===== src/rtl/mvm_arb_sched.sv =====
// Two-requester round-robin sequencer for a shared MVM engine; optional busy watchdog via `define MVM_ARB_TIMEOUT_EN.
// Latency: request sampled in IDLE -> grant and o_mvm_start 1 cycle later; o_done 1 cycle after the engine's busy falling edge.
// Backpressure: requests are level-held until o_done; at most one job in flight, with at least one IDLE cycle between jobs.
module mvm_arb_sched #(
   parameter int CNT_W   = 24,
   parameter int TIMEOUT = 1024
) (
   input  logic             i_clk_mvmArb,
   input  logic             i_rst_mvmArb,
   input  logic [1:0]       i_req,
   output logic [1:0]       o_gnt,
   output logic [1:0]       o_done,
   output logic             o_sel,
   output logic             o_mvm_start,
   input  logic             i_mvm_isAcc,
   output logic             o_busy,
   output logic [CNT_W-1:0] o_cycles,
   output logic             o_timeout
);

   typedef enum logic [2:0] {IDLE, START, WAIT_HI, WAIT_LO, DONE} state_t;

   localparam logic [CNT_W-1:0] CNT_MAX = '1;

   state_t           state;
   logic             ptr;
   logic [CNT_W-1:0] cnt;
   logic [CNT_W-1:0] cnt_inc;
   logic             winner;
   logic             wd_hit;

   // The watchdog limit must be representable in the job counter.
   if (TIMEOUT < 1 || longint'(TIMEOUT) > (longint'(1) << CNT_W) - 1) begin : g_bad_timeout
      $error("mvm_arb_sched: TIMEOUT out of range for CNT_W");
   end

   assign cnt_inc = (cnt == CNT_MAX) ? cnt : cnt + CNT_W'(1);
   assign winner  = (i_req == 2'b11) ? ptr : i_req[1];

`ifdef MVM_ARB_TIMEOUT_EN
   assign wd_hit = (cnt_inc == CNT_W'(TIMEOUT));
`else
   assign wd_hit = 1'b0;
`endif

   always_ff @(posedge i_clk_mvmArb) begin
      if (i_rst_mvmArb) begin
         state       <= IDLE;
         ptr         <= 1'b0;
         cnt         <= '0;
         o_gnt       <= 2'b00;
         o_done      <= 2'b00;
         o_sel       <= 1'b0;
         o_mvm_start <= 1'b0;
         o_busy      <= 1'b0;
         o_cycles    <= '0;
         o_timeout   <= 1'b0;
      end else begin
         o_mvm_start <= 1'b0;
         o_done      <= 2'b00;
         o_timeout   <= 1'b0;
         case (state)
            IDLE: begin
               if (|i_req) begin
                  state       <= START;
                  o_gnt       <= winner ? 2'b10 : 2'b01;
                  o_sel       <= winner;
                  ptr         <= ~winner;
                  cnt         <= '0;
                  o_mvm_start <= 1'b1;
                  o_busy      <= 1'b1;
               end
            end
            START: begin
               state <= WAIT_HI;
               cnt   <= cnt_inc;
            end
            WAIT_HI, WAIT_LO: begin
               cnt <= cnt_inc;
               // Natural completion wins over a watchdog hit in the same cycle.
               if (state == WAIT_LO && !i_mvm_isAcc) begin
                  state    <= DONE;
                  o_done   <= o_gnt;
                  o_cycles <= cnt_inc;
               end else if (wd_hit) begin
                  state     <= DONE;
                  o_done    <= o_gnt;
                  o_timeout <= 1'b1;
                  o_cycles  <= cnt_inc;
               end else if (state == WAIT_HI && i_mvm_isAcc) begin
                  state <= WAIT_LO;
               end
            end
            DONE: begin
               state  <= IDLE;
               o_gnt  <= 2'b00;
               o_busy <= 1'b0;
            end
            default: begin
               state  <= IDLE;
               o_gnt  <= 2'b00;
               o_busy <= 1'b0;
            end
         endcase
      end
   end

endmodule


===== config.mk =====
export PLATFORM = sky130hd
export DESIGN_NAME = mvm_arb_sched
export DESIGN_NICKNAME = d
export VERILOG_FILES = /design/src/rtl/mvm_arb_sched.sv
export SDC_FILE = /design/constraint.sdc
export NUM_CORES = 1
export LEC_CHECK = 0
export CAP_MARGIN = 20
export CORE_ASPECT_RATIO = 1.2
export CORE_MARGIN = 5
export CORE_UTILIZATION = 45
export DETAILED_ROUTE_END_ITERATION = 8
export GPL_ROUTABILITY_DRIVEN = 0
export PLACE_DENSITY_LB_ADDON = 0.2
export SETUP_SLACK_MARGIN = 0.1
export SYNTH_ARGS = -nofsm -noshare
export SYNTH_HDL_FRONTEND = slang
export SYNTH_SLANG_ARGS = --single-unit

===== constraint.sdc =====
create_clock -name i_clk_mvmArb -period 2.75 [get_ports i_clk_mvmArb]
set_clock_uncertainty 0.1 [all_clocks]
set_input_delay 0.275 -clock i_clk_mvmArb [delete_from_list [all_inputs] [get_ports i_clk_mvmArb]]
set_output_delay 0.275 -clock i_clk_mvmArb [all_outputs]
set_load 0.005 [all_outputs]

==> out/metrics.yaml, run 1 <==
drive_gt1_share_pct: 11.5
synth_cell_types: 54
core_mm2: 0.00641
yosys-top-cells-area: "dfxtp_1 (40%), a211oi_1 (5.9%), nor2_1 (5.1%)"
routed_wl_um: 6790
antenna_left: 0
powerDensity_mw_per_mm2: 505
cts.sinks: 59
start_kind: "flop"
ys_seq_elements: 59
multi_input_area_mm2: 0.00160
ys_warn_count: 0
final-setup-viol-count: 0
rows: 32
hold_viol: 0
antenna_found_initial: 0
synth_top_area_share_pct: 40.3
cp_max_fo: 6
synthFlopType: "dfxtp_1"
dp_hpwl_um: 4930
finalPower_mw: 1.78
syn_nets: 342
fmax_mhz: 428
cts.repair.resized: 0
vdd_drop_max_mv: 0.350
nFillCells: 631
syn-cell-area_mm2: 0.00293
cts_hold_repair.buffers: 0
die_x_um: 83.7
post-synth-top-area-cell: "dfxtp_1"
grt_max_degree: 28
fin_util_pct: 55.0
postCtsSetupBuffers: 0
setup.worst_path.end_class: "flop"
crit_type: "flop to flop"
ff_latch_area_mm2: 0.00118
synth.most_common_cell: "dfxtp_1"
grt_pass1_wl_um: 12100
dieHeight_um: 98.4
gr-total-overflow: 0
cts_tree: "yes"
status: "completed"
detail_route.wl_per_cell_um: 14.8
ys_seq_area_share_pct: 40.3
grt_pass1_vias: 2528
leakage_nw: 1.16
track_usage_pct: 18.0
clkLatencyLatePin_ns: 0.34
diodes: 0
die-area_mm2: 0.00824
cts_htree_levels: 3
synth_edf_count: 0
layout_min_cycle_time_ns: 2.34
io_pins: 37
drcViolationCount: 0
io_buffers: 35
setup_tns_ns: 0
maxSlewViolCount: 0
worstHoldPathType: "flop to flop"
cts_buffers: 9
rsz0062_at_grt: "no"
initial_core_util_pct: 45.8
drt_iter0_markers: 182
synthCells: 336
required_ns: 2.88
cts.root.buffer_cell: "clkbuf_8"
yosys-top-cells-count: "dfxtp_1 (59), nor2_1 (40), a211oi_1 (23)"
synth-async-reset-ratio_pct: 0
clk_pin_slew_ns: 0.06
syn2layout_area_growth_pct: 20.1
period_share_pct: 84.9
via_count: 2557
vias_per_cell: 5.58
syn-mean-instance-area_um2: 8.73
final_nets: 375
cap_violations: 0
r2r_slack_ns: 0.41
cp_data_arrival_time_ns: 2.46
clock_path_buffers: 2
first_pass_iters: 4
==> logic make-up after synthesis <==
family	count (synthesis)	share of synthesized area [%]
other	1	0.128
AOI/OAI and AO/OA	102	26.2
adders and majority gates	1	0.427
buffers and inverters	31	5.20
and+or+nand+nor	123	22.1
xor gates and xnor gates	19	5.67
DFF	59	40.3
==> worst paths after layout <==
kind / cells after the start / startpoint / to
worst min register to register: 2 / o_busy / o_busy
worst max-delay path: 6 / cnt[0] / cnt[14]
worst max register to register: 6 / cnt[0] / cnt[14]
worst min-delay path: 2 / o_busy / o_busy
==> power breakdown <==
group / internal, mW / total, mW / switching [mW]
combinational: 0.0971 / 0.214 / 0.117
sequential: 0.885 / 0.906 / 0.0218
clock: 0.342 / 0.659 / 0.317
total: 1.32 / 1.78 / 0.456
==> layer usage <==
metal  vias up  GRT usage, %  share of wire (%)
li1       1313             -                  -
met1      1176          22.7                 45
met2        58          28.6                 49
met3        10          5.18                4.8
met4         0          7.80                2.0
met5         -             0                  0
==> cell type report <==
type | count | area share, %
multi-input cells | 246 | 45.5
repair buffers | 49 | 12.9
well taps | 85 | 3.02
flip-flops and latches | 59 | 33.5
clock buffers | 12 | 4.12
inverters | 4 | 0.426
clock inverters | 3 | 0.426
==> flip-flops by register name, indices dropped and copies added, names as in the netlist <==
name,flops
cnt,24
o_cycles,24
state,3
o_done,2
o_gnt,2
o_busy,1
o_mvm_start,1
o_sel,1
ptr,1
==> metrics by stage <==
| step | instances | worst slack [ns] | area, µm² | hold slack, ns |
|---|---|---|---|---|
| 2_1_floorplan | 336 | 0.589 | 2930 | 0.285 |
| 4_1_cts | 458 | 0.421 | 3520 | 0.366 |
| 6_report | 458 | 0.414 | 3520 | 0.360 |
| 5_1_grt | 458 | 0.172 | 3520 | 0.397 |
| 3_5_place_dp | 443 | 0.436 | 3360 | 0.352 |
| 3_3_place_gp | 443 | 0.513 | 3360 | 0.336 |
==> cell usage in the layout (no fill, tap or decap), types with 4 or more instances in the layout <==
cell type and count:
a21oi_1 22, inv_1 4, or2_2 4, o21ai_0 9, nand2_1 18, nand3_1 12, clkbuf_8 10, and2_1 4
a31oi_1 12, a211oi_1 23, dfxtp_1 59, buf_4 14, clkdlybuf4s50_1 35, or3_1 4, nand4_1 7, a311oi_1 10
and3_1 4, nor3_1 6, nor2_1 40, and4_1 4, nand2b_1 8, xnor2_1 17
==> critical path, cell delays in order, from the launching register on <==
cell and delay, ns:
dfxtp_1 0.44, ha_1 0.29, nand4_1 0.19, or2_2 0.40, nor3b_1 0.41, o21ai_0 0.14
a22o_1 0.25
Note: power is estimated with default switching activity, not from simulation.
==> run 2, diff against run 1 <==
Clock period 2.75 ns to 2.04 ns, I/O delays scaled along.
==> out/metrics.yaml, run 2 (synthesized netlist as in run 1, its figures left out) <==
status: "completed"
rsz0062_at_grt: "yes"
layout_min_cycle_time_ns: 1.91
top_regs: "cnt: 24 flops, o_cycles: 24 flops, state: 3 flops"
clkLatencyLatePin_ns: 0.35
crit_type: "flop to flop"
dieHeight_um: 98.4
final_nets: 408
io_buffers: 35
hold_viol: 0
detail_route.wl_per_cell_um: 15.4
clock_path_buffers: 2
layout_common_cells: "buf_4 (43), nor2_1 (40), dfxtp_1 (39), clkdlybuf4s50_1 (35), a21oi_1 (22)"
setup.worst_path.end_class: "flop"
final_common_cell: "buf_4"
reg2reg_from: "cnt[3]"
io_pins: 37
cts.sinks: 59
powerDensity_mw_per_mm2: 681
crit_path_start: "cnt[3]"
final-setup-viol-count: 0
syn2layout_area_growth_pct: 38.1
antenna_found_initial: 0
grt_pass1_vias: 2554
via_count: 2798
rows: 32
dp_hpwl_um: 5060
diodes: 0
cts_htree_levels: 3
drt_iter0_markers: 169
maxSlewViolCount: 0
clk_pin_slew_ns: 0.08
cts_tree: "yes"
die_x_um: 83.7
start_kind: "flop"
first_pass_iters: 5
cts_hold_repair.buffers: 0
gr-total-overflow: 0
period_share_pct: 93.8
hp-start: "o_busy"
grt_pass1_wl_um: 12200
whs_ns: 0.353
antenna_left: 0
cts.root.buffer_cell: "clkbuf_8"
grt_max_degree: 28
leakage_nw: 1.42
initial_core_util_pct: 45.8
routed_wl_um: 7570
r2r_slack_ns: 0.13
track_usage_pct: 18.2
core_mm2: 0.00641
die-area_mm2: 0.00824
whs_path_depth: 2
drive_gt1_share_pct: 28.3
cp_data_arrival_time_ns: 2.04
reg2reg_depth: 7
required_ns: 2.17
cap_violations: 0
fmax_mhz: 523
vdd_drop_max_mv: 0.454
fin_util_pct: 63.2
cts_buffers: 9
drcViolationCount: 0
cp_max_fo: 7
worstHoldPathType: "flop to flop"
vias_per_cell: 5.69
[run 2: changes by cell type in the layout (fill, tap and decap cells not counted), moves of 3 or more]
cell	delta
a211oi_1	-3
dfxtp_1	-20
a211oi_2	+3
nand3_1	-3
nand2_2	+3
dfxtp_4	+3
buf_4	+29
dfxtp_2	+17
buf_12	+4
nand3_2	+3
nand2_1	-3
[run 2: worst max-delay path: stages (launching register included)]
cell and delay [ns]:
dfxtp_2 0.35, nand3_2 0.09, or3_4 0.41, buf_12 0.16, a211oi_4 0.33, buf_4 0.19
a21o_1 0.10, a31oi_1 0.07
[run 2: what timing repair did]
| item | 4_1_cts | 5_1_grt |
|---|---|---|
| setup endpoints to repair | 20 | 42 |
| gates resized for setup | 6 | 34 |
| buffers inserted | 2 | 12 |
| pin swaps | 5 | 17 |
| hold endpoints to repair | 0 | 0 |
[run 2: worst paths after layout]
kind / end
min: o_busy
min reg2reg: o_busy
max reg2reg: cnt[21]
max: cnt[21]
[run 2: power breakdown]
group / internal [mW] / leakage (nW) / switching (mW)
sequential: 1.19 / 0.489 / 0.0292
combinational: 0.143 / 0.822 / 0.164
clock: 0.753 / 0.113 / 0.477
total: 2.09 / 1.42 / 0.670
[run 2: area by class of cell]
type	count	area (µm²)
clock buffers	12	155
clock inverters	4	72.6
fillers	551	2360
inverters	4	15.0
multi-input cells	246	1730
flip-flops and latches	59	1210
well taps	85	106
repair buffers	82	753
[run 2: through the flow]
| stage | setup TNS (ns) | worst slack, ns | power (mW) | area, µm² | cells |
|---|---|---|---|---|---|
| after floorplan | -0.599 | -0.0748 | 1.41 | 2990 | 336 |
| after global placement | 0 | 0.0369 | 1.55 | 3570 | 462 |
| after detailed placement | -0.0312 | -0.0312 | 1.55 | 3570 | 462 |
| after CTS | 0 | 0.0347 | 2.77 | 3850 | 480 |
| after global routing | 0 | 0.0528 | 2.86 | 4050 | 492 |
| final | 0 | 0.126 | 2.76 | 4050 | 492 |
[run 2: routing by layer]
metal  wire, µm  GRT usage [%]  share of wire, %  up-vias
met5          0              0                 0        -
met4        215           9.90               2.8        0
met3        443           3.51               5.8       18
met2       3550           28.9                47       93
met1       3370           23.4                44     1312
li1           -              -                 -     1375
==> run 3, diff against run 2 <==
Clock period 2.04 ns to 2.2 ns, I/O delays scaled along.
==> out/metrics.yaml, run 3 (synthesized netlist as in run 1, its figures left out) <==
status: "completed"
leakage_nw: 1.27
placed_cell_area_mm2: 0.00350
antenna_left: 0
whs_path_depth: 2
finalPower_mw: 2.37
detail_route.wl_per_cell_um: 14.7
cp_max_fo: 7
routed_wl_um: 6970
vdd_drop_max_mv: 0.545
initial_core_util_pct: 45.8
grt_pass1_wl_um: 11900
cts_htree_levels: 3
gr-total-overflow: 0
cts_buffers: 9
diodes: 0
dp_hpwl_um: 4860
cts_hold_repair.buffers: 0
track_usage_pct: 17.8
dieHeight_um: 98.4
cp_data_arrival_time_ns: 2.14
powerDensity_mw_per_mm2: 633
first_pass_iters: 4
whs_ns: 0.359
cts.root.buffer_cell: "clkbuf_8"
worstHoldPathType: "flop to flop"
cap_violations: 0
layout_common_cells: "dfxtp_1 (53), nor2_1 (40), clkdlybuf4s50_1 (35), buf_4 (26), a211oi_1 (23)"
via_count: 2644
postCtsSetupBuffers: 0
cts.repair.resized: 2
rows: 32
layout_min_cycle_time_ns: 1.98
period_share_pct: 90.0
final_common_cell: "dfxtp_1"
design_area_mm2: 0.00374
syn2layout_area_growth_pct: 27.6
reg2reg_depth: 5
crit_type: "flop to flop"
final-setup-viol-count: 0
clk_pin_slew_ns: 0.07
antenna_found_initial: 0
rsz0062_at_grt: "no"
final_nets: 389
core_mm2: 0.00641
maxSlewViolCount: 0
vias_per_cell: 5.59
drcViolationCount: 0
setup.worst_path.end_class: "flop"
drive_gt1_share_pct: 18.0
fmax_mhz: 505
clock_path_buffers: 2
hold_viol: 0
clkLatencyLatePin_ns: 0.35
grt_pass1_vias: 2570
io_buffers: 35
die-area_mm2: 0.00824
cts_tree: "yes"
grt_max_degree: 37
required_ns: 2.36
die_x_um: 83.7
io_pins: 37
setup_tns_ns: 0
drt_iter0_markers: 199
cts.sinks: 59
top_regs: "cnt: 24 flops, o_cycles: 24 flops, state: 3 flops"
start_kind: "flop"
-- run 3: path summary, 6_finish.rpt --
path | from | to | slack [ns]
min reg2reg | o_busy | o_busy | 0.36
min | o_busy | o_busy | 0.36
max | cnt[7] | o_cycles[13] | 0.22
max reg2reg | cnt[7] | o_cycles[13] | 0.22
-- run 3: layer usage --
layer	track usage [%]	vias to the layer above	wire, µm	part of all wire [%]
met5	0	-	0	0
met4	9.28	0	129	1.9
met3	2.76	10	391	5.6
met2	29.9	75	3270	47
met1	21.9	1224	3170	46
li1	-	1335	-	-
-- run 3: per-stage QoR --
stage	worst slack [ns]	std cells	utilization, %
6_report	0.221	473	58.4
5_1_grt	0.0993	473	58.4
4_1_cts	0.118	473	57.8
3_5_place_dp	0.0496	457	54.6
3_3_place_gp	0.0856	457	54.6
2_1_floorplan	0.0389	336	-
-- run 3: layout make-up --
cell class | count | area [µm²]
clock buffers | 15 | 186
clock inverters | 1 | 5.00
fillers | 579 | 2660
inverters | 4 | 15.0
multi-input cells | 246 | 1660
flip-flops and latches | 59 | 1190
well taps | 85 | 106
repair buffers | 63 | 586
-- run 3: report_power, final --
group / internal (mW) / switching, mW
Combinational: 0.132 / 0.151
Sequential: 1.11 / 0.0232
Clock: 0.531 / 0.426
Total: 1.77 / 0.601
-- run 3: worst max-delay path, cell delays in order, from the launching register on --
cell	delay, ns
dfxtp_1	0.37
nand3_1	0.12
or3_4	0.49
a2111oi_2	0.48
xnor2_1	0.11
a211oi_1	0.22
